$ cat config.mk
export PLATFORM = sky130hd
export DESIGN_NAME = ps2_mouse_decoder
export DESIGN_NICKNAME = d
export VERILOG_FILES = /design/src/rtl/mouse_pkg.sv /design/src/rtl/ps2_rx_frame.sv /design/src/rtl/ps2_mouse_decoder.sv
export SDC_FILE = /design/constraint.sdc
export NUM_CORES = 1
export LEC_CHECK = 0
export BUFFER_PORTS_ARGS = -buffer_cell sky130_fd_sc_hd__buf_4
export CORE_ASPECT_RATIO = 1.25
export CORE_UTILIZATION = 45
export CTS_CLUSTER_SIZE = 28
export DETAILED_ROUTE_END_ITERATION = 7
export HOLD_SLACK_MARGIN = 0.08
export PLACE_DENSITY = 0.66
export SLEW_MARGIN = 20
export SYNTH_ARGS = -nofsm -noshare
export SYNTH_HDL_FRONTEND = slang
export SYNTH_HIERARCHICAL = 1
export SYNTH_SLANG_ARGS = --single-unit
$ cat constraint.sdc
create_clock -name clk -period 3.2 [get_ports clk]
set_input_delay 0.32 -clock clk [delete_from_list [all_inputs] [get_ports clk]]
set_output_delay 0.32 -clock clk [all_outputs]
set_load 0.02 [all_outputs]
$ cat src/rtl/mouse_pkg.sv
// mouse_pkg: shared types and constants for the PS/2 mouse front end.
//   ps2_state_t    - frame deframer states
//   BTN_L..YO      - bit positions inside the first (status) byte of a packet
//   PS2_FILTER_LEN - consecutive equal samples needed to accept a ps2_clk level
//   clamp_axis     - saturate a signed 14-bit coordinate into 0..max
package mouse_pkg;

  typedef enum logic [1:0] {IDLE, DATA, PARITY, STOP} ps2_state_t;

  localparam int unsigned BTN_L = 0;
  localparam int unsigned BTN_R = 1;
  localparam int unsigned SYNC  = 3;
  localparam int unsigned XS    = 4;
  localparam int unsigned YS    = 5;
  localparam int unsigned XO    = 6;
  localparam int unsigned YO    = 7;

  localparam int unsigned PS2_FILTER_LEN = 4;

  function automatic logic [11:0] clamp_axis(input logic signed [13:0] v,
                                             input logic [11:0]        max);
    logic signed [13:0] max_s;
    max_s = $signed({2'b00, max});
    if (v < 14'sd0)     return 12'd0;
    else if (v > max_s) return max;
    else                return v[11:0];
  endfunction

endpackage

$ cat src/rtl/ps2_rx_frame.sv
// ps2_rx_frame: PS/2 device-to-host byte receiver.
//   Synchronises ps2_clk/ps2_data, debounces ps2_clk, deframes
//   start/8 data/parity/stop and aborts stalled frames or packets.
// Ports:
//   clk, rst        - system clock, async active-low reset
//   ps2_clk/data    - raw pad inputs
//   pkt_busy        - packet assembler is mid-packet (keeps the timer armed)
//   rx_byte         - last received byte, valid while byte_valid is high
//   byte_valid      - one-cycle pulse, the cycle after the stop-bit strobe
//   frame_err       - one-cycle pulse on a framing error, parity error or timeout
//   pkt_abort       - one-cycle pulse telling the assembler to restart at byte 0
// Build option: PS2_PARITY_CHECK_EN enables odd-parity checking.
module ps2_rx_frame
  import mouse_pkg::*;
#(
  parameter int unsigned TIMEOUT_CYCLES = 130_000
) (
  input  logic       clk,
  input  logic       rst,
  input  logic       ps2_clk,
  input  logic       ps2_data,
  input  logic       pkt_busy,
  output logic [7:0] rx_byte,
  output logic       byte_valid,
  output logic       frame_err,
  output logic       pkt_abort
);

  localparam int unsigned TW = $clog2(TIMEOUT_CYCLES + 1);
  localparam logic [TW-1:0] T_LAST = TW'(TIMEOUT_CYCLES - 1);

  logic [1:0]                clk_sync_q, clk_sync_d;
  logic [1:0]                dat_sync_q, dat_sync_d;
  logic [PS2_FILTER_LEN-1:0] hist_q, hist_d;
  logic                      clk_filt_q, clk_filt_d;
  ps2_state_t                state_q, state_d;
  logic [2:0]                bit_cnt_q, bit_cnt_d;
  logic [7:0]                shift_q, shift_d;
  logic [TW-1:0]             timer_q, timer_d;
  logic                      byte_valid_q, byte_valid_d;
  logic                      frame_err_q, frame_err_d;
  logic                      pkt_abort_q, pkt_abort_d;
  logic                      strobe, din;
`ifdef PS2_PARITY_CHECK_EN
  logic                      parity_q, parity_d;
`endif

  always_comb begin
    clk_sync_d   = {clk_sync_q[0], ps2_clk};
    dat_sync_d   = {dat_sync_q[0], ps2_data};
    hist_d       = {hist_q[PS2_FILTER_LEN-2:0], clk_sync_q[1]};
    // Filtered level only moves once the last PS2_FILTER_LEN samples agree.
    clk_filt_d   = (&hist_q) ? 1'b1 : (~|hist_q) ? 1'b0 : clk_filt_q;
    strobe       = clk_filt_q & ~clk_filt_d;
    din          = dat_sync_q[1];
    state_d      = state_q;
    bit_cnt_d    = bit_cnt_q;
    shift_d      = shift_q;
    timer_d      = timer_q;
    byte_valid_d = 1'b0;
    frame_err_d  = 1'b0;
    pkt_abort_d  = 1'b0;
`ifdef PS2_PARITY_CHECK_EN
    parity_d     = parity_q;
`endif

    if (strobe) begin
      case (state_q)
        IDLE: begin
          if (!din) begin
            state_d   = DATA;
            bit_cnt_d = 3'd0;
          end else begin
            frame_err_d = 1'b1;
          end
        end
        DATA: begin
          shift_d   = {din, shift_q[7:1]};
          bit_cnt_d = bit_cnt_q + 3'd1;
          if (bit_cnt_q == 3'd7) state_d = PARITY;
        end
        PARITY: begin
`ifdef PS2_PARITY_CHECK_EN
          parity_d = din;
`endif
          state_d = STOP;
        end
        default: begin
          state_d = IDLE;
          if (din) begin
`ifdef PS2_PARITY_CHECK_EN
            if (^{shift_q, parity_q}) begin
              byte_valid_d = 1'b1;
            end else begin
              frame_err_d = 1'b1;
              pkt_abort_d = 1'b1;
            end
`else
            byte_valid_d = 1'b1;
`endif
          end else begin
            frame_err_d = 1'b1;
          end
        end
      endcase
    end

    // A strobe always restarts the timer, so it beats a coincident expiry.
    if (strobe) begin
      timer_d = '0;
    end else if (state_q != IDLE || pkt_busy) begin
      if (timer_q == T_LAST) begin
        timer_d     = '0;
        state_d     = IDLE;
        frame_err_d = 1'b1;
        pkt_abort_d = 1'b1;
      end else begin
        timer_d = timer_q + 1'b1;
      end
    end else begin
      timer_d = '0;
    end
  end

  always_ff @(posedge clk or negedge rst) begin
    if (!rst) begin
      clk_sync_q   <= 2'b11;
      dat_sync_q   <= 2'b11;
      hist_q       <= '1;
      clk_filt_q   <= 1'b1;
      state_q      <= IDLE;
      bit_cnt_q    <= 3'd0;
      shift_q      <= 8'd0;
      timer_q      <= '0;
      byte_valid_q <= 1'b0;
      frame_err_q  <= 1'b0;
      pkt_abort_q  <= 1'b0;
`ifdef PS2_PARITY_CHECK_EN
      parity_q     <= 1'b0;
`endif
    end else begin
      clk_sync_q   <= clk_sync_d;
      dat_sync_q   <= dat_sync_d;
      hist_q       <= hist_d;
      clk_filt_q   <= clk_filt_d;
      state_q      <= state_d;
      bit_cnt_q    <= bit_cnt_d;
      shift_q      <= shift_d;
      timer_q      <= timer_d;
      byte_valid_q <= byte_valid_d;
      frame_err_q  <= frame_err_d;
      pkt_abort_q  <= pkt_abort_d;
`ifdef PS2_PARITY_CHECK_EN
      parity_q     <= parity_d;
`endif
    end
  end

  assign rx_byte    = shift_q;
  assign byte_valid = byte_valid_q;
  assign frame_err  = frame_err_q;
  assign pkt_abort  = pkt_abort_q;

endmodule

$ cat src/rtl/ps2_mouse_decoder.sv
// ps2_mouse_decoder: PS/2 mouse stream-mode packet decoder.
//   Assembles 3-byte packets from ps2_rx_frame and integrates the signed
//   deltas into clamped absolute coordinates (Y grows downward on screen).
// Ports:
//   clk, rst                - system clock, async active-low reset
//   ps2_clk, ps2_data       - raw PS/2 pad inputs
//   mouse_xpos/mouse_ypos   - absolute position, 0..X_MAX / 0..Y_MAX
//   left_mouse/right_mouse  - button state from the last valid packet
//   packet_valid            - one-cycle pulse when position/buttons update
//   frame_err               - one-cycle pulse on any frame/packet abort
// Build option: PS2_PARITY_CHECK_EN (see ps2_rx_frame).
module ps2_mouse_decoder
  import mouse_pkg::*;
#(
  parameter int CLK_FREQ_HZ    = 65_000_000,
  parameter int X_MAX          = 1023,
  parameter int Y_MAX          = 767,
  parameter int X_INIT         = 512,
  parameter int Y_INIT         = 384,
  parameter int TIMEOUT_CYCLES = 130_000
) (
  input  logic        clk,
  input  logic        rst,
  input  logic        ps2_clk,
  input  logic        ps2_data,
  output logic [11:0] mouse_xpos,
  output logic [11:0] mouse_ypos,
  output logic        left_mouse,
  output logic        right_mouse,
  output logic        packet_valid,
  output logic        frame_err
);

  logic [7:0] rx_byte;
  logic       byte_valid, pkt_abort;

  logic [1:0]  pkt_idx_q, pkt_idx_d;
  logic        l_q, l_d, r_q, r_d, xs_q, xs_d, ys_q, ys_d, xo_q, xo_d, yo_q, yo_d;
  logic [7:0]  dx_q, dx_d;
  logic [11:0] xpos_q, xpos_d, ypos_q, ypos_d;
  logic        left_q, left_d, right_q, right_d, pv_q, pv_d;
  logic signed [13:0] dx_s, dy_s, x_sum, y_sum;

  ps2_rx_frame #(.TIMEOUT_CYCLES(TIMEOUT_CYCLES)) u_rx (
    .clk       (clk),
    .rst       (rst),
    .ps2_clk   (ps2_clk),
    .ps2_data  (ps2_data),
    .pkt_busy  (pkt_idx_q != 2'd0),
    .rx_byte   (rx_byte),
    .byte_valid(byte_valid),
    .frame_err (frame_err),
    .pkt_abort (pkt_abort)
  );

  always_comb begin
    pkt_idx_d = pkt_idx_q;
    l_d = l_q;  r_d = r_q;  xs_d = xs_q;  ys_d = ys_q;  xo_d = xo_q;  yo_d = yo_q;
    dx_d      = dx_q;
    xpos_d    = xpos_q;
    ypos_d    = ypos_q;
    left_d    = left_q;
    right_d   = right_q;
    pv_d      = 1'b0;
    // 9-bit two's-complement deltas widened to 14 bits; overflow zeroes the axis.
    dx_s  = xo_q ? 14'sd0 : $signed({{6{xs_q}}, dx_q});
    dy_s  = yo_q ? 14'sd0 : $signed({{6{ys_q}}, rx_byte});
    x_sum = $signed({2'b00, xpos_q}) + dx_s;
    y_sum = $signed({2'b00, ypos_q}) - dy_s;

    if (pkt_abort) begin
      pkt_idx_d = 2'd0;
    end else if (byte_valid) begin
      case (pkt_idx_q)
        2'd0: begin
          // Status byte must carry the always-one bit; otherwise resync silently.
          if (rx_byte[SYNC]) begin
            l_d  = rx_byte[BTN_L];
            r_d  = rx_byte[BTN_R];
            xs_d = rx_byte[XS];
            ys_d = rx_byte[YS];
            xo_d = rx_byte[XO];
            yo_d = rx_byte[YO];
            pkt_idx_d = 2'd1;
          end
        end
        2'd1: begin
          dx_d      = rx_byte;
          pkt_idx_d = 2'd2;
        end
        default: begin
          xpos_d    = clamp_axis(x_sum, 12'(X_MAX));
          ypos_d    = clamp_axis(y_sum, 12'(Y_MAX));
          left_d    = l_q;
          right_d   = r_q;
          pv_d      = 1'b1;
          pkt_idx_d = 2'd0;
        end
      endcase
    end
  end

  always_ff @(posedge clk or negedge rst) begin
    if (!rst) begin
      pkt_idx_q <= 2'd0;
      l_q <= 1'b0;  r_q <= 1'b0;  xs_q <= 1'b0;  ys_q <= 1'b0;  xo_q <= 1'b0;  yo_q <= 1'b0;
      dx_q      <= 8'd0;
      xpos_q    <= 12'(X_INIT);
      ypos_q    <= 12'(Y_INIT);
      left_q    <= 1'b0;
      right_q   <= 1'b0;
      pv_q      <= 1'b0;
    end else begin
      pkt_idx_q <= pkt_idx_d;
      l_q <= l_d;  r_q <= r_d;  xs_q <= xs_d;  ys_q <= ys_d;  xo_q <= xo_d;  yo_q <= yo_d;
      dx_q      <= dx_d;
      xpos_q    <= xpos_d;
      ypos_q    <= ypos_d;
      left_q    <= left_d;
      right_q   <= right_d;
      pv_q      <= pv_d;
    end
  end

  assign mouse_xpos   = xpos_q;
  assign mouse_ypos   = ypos_q;
  assign left_mouse   = left_q;
  assign right_mouse  = right_q;
  assign packet_valid = pv_q;

endmodule

# ---- After elaboration in Yosys (flattened, before gate mapping)
# Cells that the tools add are included.
dict set report classes {
  n_addsub 4
  muxes 39
  n_reduce_logical 18
  n_lt_le_gt_ge 4
  bitwise_logic 4
  eq_ne 7
}
# operator count
set op_table {}
lappend op_table {{17-bit two-way mux} 3}
lappend op_table {{12-bit two-way mux} 4}
lappend op_table {{14-bit by 11-bit greater-than comparator with 1-bit output, second input constant} 2}
lappend op_table {{14-bit by 1-bit < comparator with 1-bit output, second input constant} 2}
lappend op_table {{14-bit two-way mux} 2}
lappend op_table {{2-bit two-way mux} 9}
lappend op_table {{17-bit by 1-bit adder with 17-bit output, second input constant} 1}
lappend op_table {{17-bit == test, second input constant} 1}
lappend op_table {{1-bit two-way mux} 16}
lappend op_table {{13-bit by 14-bit adder with 14-bit output} 1}
lappend op_table {{13-bit by 14-bit subtractor with 14-bit output} 1}
lappend op_table {{3-bit AND reduction} 3}
lappend op_table {{4-bit AND reduction} 2}
lappend op_table {{2-bit nonzero test} 4}
lappend op_table {{2-bit case mux with 3 select lines} 1}
lappend op_table {{3-bit case mux with 2 select lines} 1}
lappend op_table {{2-bit by 1-bit == test with 1-bit output, second input constant} 2}
lappend op_table {{2-bit logical NOT} 2}
lappend op_table {{2-bit case mux with 2 select lines} 1}
lappend op_table {{2-bit AND reduction} 2}
lappend op_table {{2-bit OR reduction} 2}
lappend op_table {{4-bit OR reduction} 1}
lappend op_table {{3-bit by 1-bit adder with 3-bit output, second input constant} 1}
lappend op_table {{3-bit == test, second input constant} 1}
lappend op_table {{9 further kinds} 11}
dict set report totals {
  elab_cells 100
  out_inout_bits 28
  reg_bits 85
}

# ---- Depth between registers and ports, before layout
# Gate-level depths: netlist of run 1.
dict set report logic_depth {
  depth_word 9
  depth_mapped 12
}

# ---- Hierarchy
# Netlist of run 1, hierarchy kept.
# mod cells_each instances area_per_inst_um2
set modules_own_cells {}
lappend modules_own_cells {ps2_mouse_decoder 332 1 3088.0}
lappend modules_own_cells {ps2_rx_frame 156 1 1828.0}

# ---- Worst setup path before layout of run 1
# No wires, ideal clock.
dict set report synth_path {
  path_kind {register -> register}
  startpoint {register xo_q}
  endpoint {register xpos_q[9] (netlist: mouse_xpos[9])}
  setup_ns 0.097
  n_path_buf 2
  setup_slack_ns 0.384
  stages_incl_launch_ff 13
  t_arrival_ns 2.719
  synth_period_minus_slack_ns 2.816
  path_cell_list {dfrtp_1 -> clkbuf_1 -> nor2b_1 -> ha_1 -> fa_1 -> a211oi_2 -> o21bai_4 -> a31oi_4 -> mux2i_1 -> a211oi_2 -> buf_6 -> o31ai_2 -> a22oi_1}
}
dict set report synth_via {
  elab_chain_cells 5
  word_cells_on_any_way 6
  classes_between {1 x add/sub; 2 x order compare; 3 x mux}
}
# item line
set synth_lines {}
lappend synth_lines {{start, declared} ps2_mouse_decoder.sv:38} ;# logic l_q, l_d, r_q, r_d, xs_q, xs_d, ys_q, ys_d, xo_q, xo_d, yo_q, yo_d;
lappend synth_lines {{start signal, assigned} ps2_mouse_decoder.sv:115} ;# l_q <= l_d; r_q <= r_d; xs_q <= xs_d; ys_q <= ys_d; xo_q <= xo_d; yo_q <= yo_d;
lappend synth_lines {{14-bit two-way mux *} ps2_mouse_decoder.sv:66} ;# dx_s = xo_q ? 14'sd0 : $signed({{6{xs_q}}, dx_q});
lappend synth_lines {{13-bit by 14-bit adder with 14-bit output *} ps2_mouse_decoder.sv:68} ;# x_sum = $signed({2'b00, xpos_q}) + dx_s;
lappend synth_lines {{14-bit by 11-bit greater-than comparator with 1-bit output} mouse_pkg.sv:25} ;# else if (v > max_s) return max;
lappend synth_lines {{12-bit two-way mux} mouse_pkg.sv:25}
lappend synth_lines {{12-bit two-way mux *} mouse_pkg.sv:24} ;# if (v < 14'sd0) return 12'd0;
lappend synth_lines {{end signal, assigned} ps2_mouse_decoder.sv:108} ;# xpos_q <= 12'(X_INIT);
lappend synth_lines {{end signal, assigned} ps2_mouse_decoder.sv:117} ;# xpos_q <= xpos_d;
lappend synth_lines {{end, declared} ps2_mouse_decoder.sv:40} ;# logic [11:0] xpos_q, xpos_d, ypos_q, ypos_d;
# Every way passes the cells marked *; elsewhere a longest branch is shown, timed or not.
# A chain may end at the register's enable or synchronous reset.

# ---- Worst setup path in the final report of run 1
dict set report layout_path {
  startpoint {register dx_q[0]}
  endpoint {register xpos_q[9] (netlist: mouse_xpos[9])}
}
dict set report layout_via {
  elab_chain_cells 5
  word_cells_on_any_way 6
  classes_between {1 x add/sub; 2 x order compare; 3 x mux}
}
# item line
set layout_lines {}
lappend layout_lines {{start, declared} ps2_mouse_decoder.sv:39} ;# logic [7:0] dx_q, dx_d;
lappend layout_lines {{start signal, assigned} ps2_mouse_decoder.sv:107} ;# dx_q <= 8'd0;
lappend layout_lines {{start signal, assigned} ps2_mouse_decoder.sv:116} ;# dx_q <= dx_d;
lappend layout_lines {{14-bit two-way mux *} ps2_mouse_decoder.sv:66}
lappend layout_lines {{13-bit by 14-bit adder with 14-bit output *} ps2_mouse_decoder.sv:68}
lappend layout_lines {{14-bit by 11-bit greater-than comparator with 1-bit output} mouse_pkg.sv:25}
lappend layout_lines {{12-bit two-way mux} mouse_pkg.sv:25}
lappend layout_lines {{12-bit two-way mux *} mouse_pkg.sv:24}
# Marked as above.

==> metrics, run 1 <==
status finished clean; Tcrit/Tclk final 94.3%; DR WL/cell 15.1 um; most frequent cells in the layout 73 x dfrtp_1, 42 x nand2_1, 41 x nor2_1, 34 x buf_4, 27 x ha_1; Net count, final 550; VDD IR max 0.263 mV; post-synthesis register bit count 85; Leakage 2.50 nW; first-pass GRT wire length 16.7 mm; CTS buffer count 9; grt ovf 0; drt drc 0; DPL Wire Length 7.04 mm; Synth Cell Area 4920 um^2; share of layout cells above drive strength 1 19.5%; Critical Path RT 3.44 ns; Reg clk slew, reported paths 0.07 ns; RR Endpoint mouse_xpos[9]; Initial Util 46.3%; port bufs 31; worst clock skew 0.00887 ns; Reg2Reg Depth 10; Vias 3,661; DR vias/cell 5.60; reg2reg setup slack 0.18 ns; Critical Path Source Type register; Gate Count Post-Synth 488; Hold Path Class primary input to async pin; largest net degree at the start of global routing 86; Hold Vio Cnt, Final 0; syn_area_per_cell 10.1 um^2; final core occ 52.4%; Cell Rows 42; async set-reset flop share out of synthesis 100%; final setup vio count 0; I/O pins 32; clock root cell clkbuf_16; r2r startpoint dx_q[0]; setup TNS 0 ns; met3 WL 330 um; Initial DRC Count 201; CP Capture Type register; number of synthesized flops with an enable pin 0; die width 95.5 um; deepest clock path buffer count 2; power per cell area 389 nW/um^2; vias in the first global route 3,654; syn_nets 521; highest routed layer met4; Crit Path Class register to register; minimum clock period after layout 3.02 ns; largest fanout on the critical path 11; WL met2 5.00 mm; post-CTS setup buffer count 0; CTS HTree Levels 3; Critical Path AT 3.26 ns; Clk Latency, worst-skew pair 0.34 ns; Fmax 331 MHz; Final Slew Violations 0; Tightest Pin Transition 0.814 ns; RSZ-0062 raised after global routing no; initial antenna violation count 0; final wirelength 9.90 mm; Max Cap Viol 0; drt pass-1 iters 4; die area 11,300 um^2; core area 10,600 um^2; Top FF cell, synth dfrtp_1; Netlist cell types 68; diodes inserted 0; DRT antenna net count 0; YS warnings 6; sequential element share of the synthesized area 43.6%; commonest non-fill, non-tap cell in the layout dfrtp_1; GP Congestion 0.813; Layout area overhead 13.1%; TritonCTS clock tree built; Sink Count 85; Rel. slew slack 45.4%; total track usage 18.9%; die height 119 um; DRT met1 WL 4.40 mm
## report_power, final
part           leakage, nW  switching (mW)  internal, mW
clock                0.133           0.438         0.551
sequential            1.14          0.0140          1.09
combinational         1.22          0.0460        0.0233
## routing by layer
| metal | up-vias | global-route usage [%] |
|---|---|---|
| met4 | 0 | 8.30 |
| met1 | 1759 | 23.0 |
| met3 | 14 | 3.38 |
| met5 | - | 0 |
| li1 | 1813 | - |
| met2 | 75 | 32.1 |
## cells by family (layout without fill, tap and decap cells)
group | after synthesis | in the layout | synth area share (%)
and+or+nand+nor | 186 | 186 | 20.0
DFF | 85 | 85 | 43.6
xor gates and xnor gates | 30 | 30 | 5.34
buffers and inverters | 31 | 65 | 2.90
adders and majority gates | 29 | 29 | 7.69
AOI/OAI and AO/OA | 101 | 101 | 14.6
muxes | 26 | 26 | 5.90
## final cells by class
type | instances | area, um^2
Fill cell | 983 | 5050
Clock buffer | 10 | 239
Timing Repair Buffer | 37 | 287
Multi-Input combinational cell | 372 | 2640
Inverter | 12 | 45.0
Sequential cell | 85 | 2140
Tap cell | 132 | 165
Clock inverter | 6 | 45.0
## stage by stage
stage | total power, mW | std cells | worst slack (ns) | area, um^2 | hold slack, ns
after floorplan | 1.16 | 488 | 0.384 | 4920 | 0.0244
after global placement | 1.19 | 636 | 0.259 | 5250 | 0.346
after detailed placement | 1.19 | 636 | 0.142 | 5250 | 0.348
after CTS | 2.20 | 654 | 0.111 | 5550 | 0.216
after global routing | 2.25 | 654 | 0.0397 | 5560 | 0.0986
final | 2.16 | 654 | 0.183 | 5560 | 0.0309
## timing repair
action / CTS / global route
hold buffers: 2 / 0
setup endpoints to repair: 0 / 9
gates resized for setup: 0 / 1
endpoints found under the hold margin: 2 / 0
## critical path: stages, from the launching register on
cell      delay, ns
dfrtp_1        0.38
nor2b_1        0.13
ha_1           0.20
fa_1           0.44
a211oi_2       0.32
o21bai_4       0.12
a31oi_4        0.24
mux2i_1        0.32
a211oi_4       0.17
o41ai_1        0.45
a22oi_1        0.14
## how the worst max path moves through the flow
stage / startpoint / endpoint / slack [ns] / cells after the start
2_1_floorplan: xo_q / mouse_xpos[9] / 0.38 / 12
5_1_grt: xo_q / mouse_xpos[9] / 0.04 / 10
4_1_cts: dx_q[0] / mouse_xpos[9] / 0.11 / 10
6_report: dx_q[0] / mouse_xpos[9] / 0.18 / 10
3_3_place_gp: dx_q[0] / mouse_xpos[9] / 0.26 / 10
3_5_place_dp: dx_q[0] / mouse_xpos[9] / 0.14 / 10
## cells in the mapped netlist (3+ instances only)
master     n  area (um^2)
mux2_2    24          270
ha_1      27          338
a32oi_1    7         61.3
a31oi_1    4         25.0
nor2b_1   18          113
o211ai_1   5         37.5
buf_2      5         25.0
nor3b_1    3         22.5
a22o_1     4         35.0
and4_1     3         26.3
nand3_1   11         55.1
o21ai_0   20          100
nand3b_1   5         37.5
and2_1     4         25.0
inv_1     12         45.0
a211oi_1   4         30.0
dfrtp_1   73         1830
a21oi_1   25          125
nand4_1    8         50.1
xnor2_1   18          158
clkbuf_1   8         30.0
o21a_1     4         30.0
nand2_1   42          158
nand2b_1  16          100
nor2_1    41          154
buf_4      3         22.5
dfstp_2   12          315
nor4_1     7         43.8
nor3_1    12         60.1
a21o_1     4         30.0
xor2_1    12          105
## sequential cells by signal (all words and copies together) (netlist names), 2 cells and up
name	cells
pkt_idx_q	2
u_rx/timer_q	17
u_rx/dat_sync_q	2
mouse_ypos	12
mouse_xpos	12
u_rx/hist_q	4
u_rx/bit_cnt_q	3
dx_q	8
u_rx/rx_byte	8
u_rx/clk_sync_q	2
u_rx/state_q	2
Note: power is estimated with default switching activity, not from simulation.
==> run 2, diff against run 1 <==
--- a/config.mk
+++ b/config.mk
@@ -5,6 +5,7 @@
 export SDC_FILE = /design/constraint.sdc
 export NUM_CORES = 1
 export LEC_CHECK = 0
+export ABC_AREA = 1
 export BUFFER_PORTS_ARGS = -buffer_cell sky130_fd_sc_hd__buf_4
 export CORE_ASPECT_RATIO = 1.25
 export CORE_UTILIZATION = 45
==> constraint.sdc (replaced) <==
create_clock -name clk -period 2.95 [get_ports clk]
set_input_delay 0.295 -clock clk [delete_from_list [all_inputs] [get_ports clk]]
set_output_delay 0.295 -clock clk [all_outputs]
set_load 0.02 [all_outputs]
==> run 2 against run 1 <==
Net effect: combinational power grew to 4.0 times the previous value; clock skew is essentially flat; sequential power is 11% higher; count of clock-buffer cells in the layout grew 1; hold slack improved by 0.32 ns; critical path depth is 3 higher; flip-flop and latch count stayed put; routed wire length rose by 14%; synthesized cell count increased by 45%; register-to-register slack better by 0.15 ns; critical path type unchanged.
==> metrics, run 2 <==
hold buffers post-CTS 2 (unchanged); fill cell count 1,077 (was 983); worst clock skew 0.00923 ns (was 0.00887 ns); synth cell count leaders 226 x nand2_1, 94 x inv_1, 84 x nor2_1 (was 73 x dfrtp_1, 42 x nand2_1, 41 x nor2_1); RSZ-0062 raised after global routing no (unchanged); VDD IR max 0.360 mV (was 0.263 mV); share of layout cells above drive strength 1 10.6% (was 19.5%); setup TNS 0 ns (unchanged); Max Cap Viol 0 (unchanged); Gate Count Post-Synth 709 (was 488); Cell Rows 43 (was 42); Final Slew Violations 0 (unchanged); Vias 4,537 (was 3,661); Critical Path AT 2.84 ns (was 3.26 ns); post-synthesis register bit count 85 (unchanged); worst-path cell chain inv_1 > nand2_1 > ha_1 > inv_1 > o21ai_0 > nor2_1 > o21a_1 > nand3_1 > nand2_1 > nand2_1 > clkinv_1 > nand2_1 > nand2_1 (was nor2b_1 > ha_1 > fa_1 > a211oi_2 > o21bai_4 > a31oi_4 > mux2i_1 > a211oi_4 > o41ai_1 > a22oi_1); Fmax 382 MHz (was 331 MHz); synth top area cells dfrtp_1 35%, nand2_1 16%, inv_1 6.8%, ha_1 6.5%, dfstp_2 6.1% (was dfrtp_1 37%, ha_1 6.9%, dfstp_2 6.4%, mux2_2 5.5%, nand2_1 3.2%); CP Capture Type register (unchanged); CTS HTree Levels 3 (unchanged); grt ovf 0 (unchanged); Initial Util 46.6% (was 46.3%); total track usage 20.2% (was 18.9%); most frequent cells in the layout 226 x nand2_1, 94 x inv_1, 84 x nor2_1, 73 x dfrtp_1, 62 x nand3_1 (was 73 x dfrtp_1, 42 x nand2_1, 41 x nor2_1, 34 x buf_4, 27 x ha_1); port bufs 31 (unchanged); Critical Path Source Type register (unchanged); Post-CTS Resized 0 (unchanged); clock root cell clkbuf_16 (unchanged); multi-input logic area 2640 um^2 (about the same); Top FF cell, synth dfrtp_1 (unchanged); Initial DRC Count 302 (was 201); GP Congestion 0.946 (was 0.813); vias in the first global route 4,392 (was 3,654); number of synthesized flops with an enable pin 0 (unchanged); Tightest Pin Transition 0.755 ns (was 0.814 ns); minimum clock period after layout 2.62 ns (was 3.02 ns); most common cell in the netlist nand2_1 (was dfrtp_1); die width 98.2 um (was 95.5 um); CTS buffer count 9 (unchanged); setup ws final 0.331 ns (was 0.183 ns); Synth Cell Area 5210 um^2 (was 4920 um^2); commonest non-fill, non-tap cell in the layout nand2_1 (was dfrtp_1); initial antenna violation count 0 (unchanged); final setup vio count 0 (unchanged); TritonCTS clock tree built (unchanged); Clk Latency, worst-skew pair 0.34 ns (about the same); post-CTS setup buffer count 0 (unchanged); syn_nets 742 (was 521); first-pass GRT wire length 19.4 mm (was 16.7 mm); max FFs per register 17 (unchanged); Sink Count 85 (unchanged); syn_area_per_cell 7.35 um^2 (was 10.1 um^2); most used cell, CP nand2_1; FF+latch area 2140 um^2 (unchanged); Synth area leader dfrtp_1 (unchanged); pre-CTS setup slack 0.350 ns (was 0.142 ns); Crit Path Class register to register (unchanged); DR vias/cell 5.11 (was 5.60); main combinational cell family by area after synthesis simple AND/OR/NAND/NOR gates (unchanged); sequential element share of the synthesized area 41.1% (was 43.6%); power per cell area 447 nW/um^2 (was 389 nW/um^2); Hold Path Class register to register (was primary input to async pin); DRT antenna net count 0 (unchanged); Buf/Inv on CP 3 (was 0); Critical Path RT 3.17 ns (was 3.44 ns); async set-reset flop share out of synthesis 100% (unchanged); Netlist cell types 34 (was 68); DR WL/cell 12.7 um (was 15.1 um); Tcrit/Tclk final 88.8% (was 94.3%); Synth Area in Compound Gates 6.27% (was 14.6%); core area 11,200 um^2 (was 10,600 um^2); die height 122 um (was 119 um); drt drc 0 (unchanged); post-synthesis adder-cell area fraction 7.25% (was 7.69%); fraction of the mapped netlist area in simple logic gates 33.0% (was 20.0%); deepest clock path buffer count 2 (unchanged); YS warnings 6 (unchanged); largest fanout on the critical path 9 (was 11); diodes inserted 0 (unchanged); Top delay family on crit path simple AND/OR/NAND/NOR gates (was compound AO/OA/AOI/OAI gates); die area 12,000 um^2 (was 11,300 um^2); Layout area overhead 13.4% (was 13.1%); drt pass-1 iters 7 (was 4); top cell type's share of synthesized area 35.1% (was 37.2%); Hold Vio Cnt, Final 0 (unchanged); Min Hold Slack 0.354 ns (was 0.0309 ns); Crit-path slowest cell dfrtp_1 (was o41ai_1); Post-Synth XOR/XNOR Area 4.20% (was 5.34%); largest net degree at the start of global routing 86 (unchanged); final wirelength 11.3 mm (was 9.90 mm); Top reg by flops u_rx/timer_q (unchanged); mux share of post-synthesis cell area 0% (was 5.90%); status finished clean (unchanged); Leakage 3.16 nW (was 2.50 nW); Rel. slew slack 49.7% (was 45.4%); Reg clk slew, reported paths 0.06 ns (was 0.07 ns); slowest cell delay on critical path 0.40 ns (was 0.45 ns); Net count, final 780 (was 550); I/O pins 32 (unchanged); DPL Wire Length 8.39 mm (was 7.04 mm)
run 2: layout make-up:
| class | instances | share of cell area [%] |
|---|---|---|
| Clock buffer | 11 | 4.11 |
| Clock inverter | 5 | 1.02 |
| Inverter | 100 | 6.40 |
| Multi-Input combinational cell | 516 | 44.7 |
| Sequential cell | 85 | 36.3 |
| Tap cell | 135 | 2.86 |
| Timing Repair Buffer | 35 | 4.64 |
run 2: through the flow:
stage | power (mW) | instances | cell area [um^2] | util, %
global route | 2.77 | 887 | 5910 | 52.8
finish | 2.64 | 887 | 5910 | 52.8
CTS | 2.68 | 886 | 5890 | 52.7
detailed placement | 1.53 | 868 | 5570 | 49.8
global placement | 1.52 | 868 | 5570 | 49.8
floorplan | 1.46 | 709 | 5210 | -
run 2: worst reg2reg max path, stage by stage (launching register included):
cell and delay (ns):
dfrtp_1 0.40, inv_1 0.18, nand2_1 0.22, ha_1 0.40
inv_1 0.08, o21ai_0 0.22, nor2_1 0.12, o21a_1 0.19
nand3_1 0.08, nand2_1 0.06, nand2_1 0.08, clkinv_1 0.26
nand2_1 0.16, nand2_1 0.06
run 2: kinds of logic after synthesis:
group / after synthesis
DFF: 85
buffers and inverters: 108
AOI/OAI and AO/OA: 61
and+or+nand+nor: 401
adders and majority gates: 29
xor gates and xnor gates: 25
run 2: worst paths after layout:
kind	start	endpoint	slack, ns	depth (start not counted)
worst min register to register	u_rx/dat_sync_q[0]	u_rx/dat_sync_q[1]	0.35	0
max in group asynchronous	rst	u_rx/bit_cnt_q[2]	1.86	2
worst max register to register	yo_q	mouse_ypos[0]	0.33	13
worst max-delay path	yo_q	mouse_ypos[0]	0.33	13
min in group asynchronous	rst	u_rx/timer_q[13]	0.58	2
worst min-delay path	u_rx/dat_sync_q[0]	u_rx/dat_sync_q[1]	0.35	0
run 2: power by group:
group          total [mW]  switching, mW  internal [mW]
Clock                1.13          0.449          0.680
Combinational       0.280          0.191         0.0891
Sequential           1.23         0.0291           1.20
run 2: metal layers:
metal,vias up,GRT usage [%],share of wire [%]
met5,-,0,0
met4,0,9.33,2.9
li1,2301,-,-
met1,2100,24.9,46
met2,106,34.8,48
met3,30,3.42,3.1
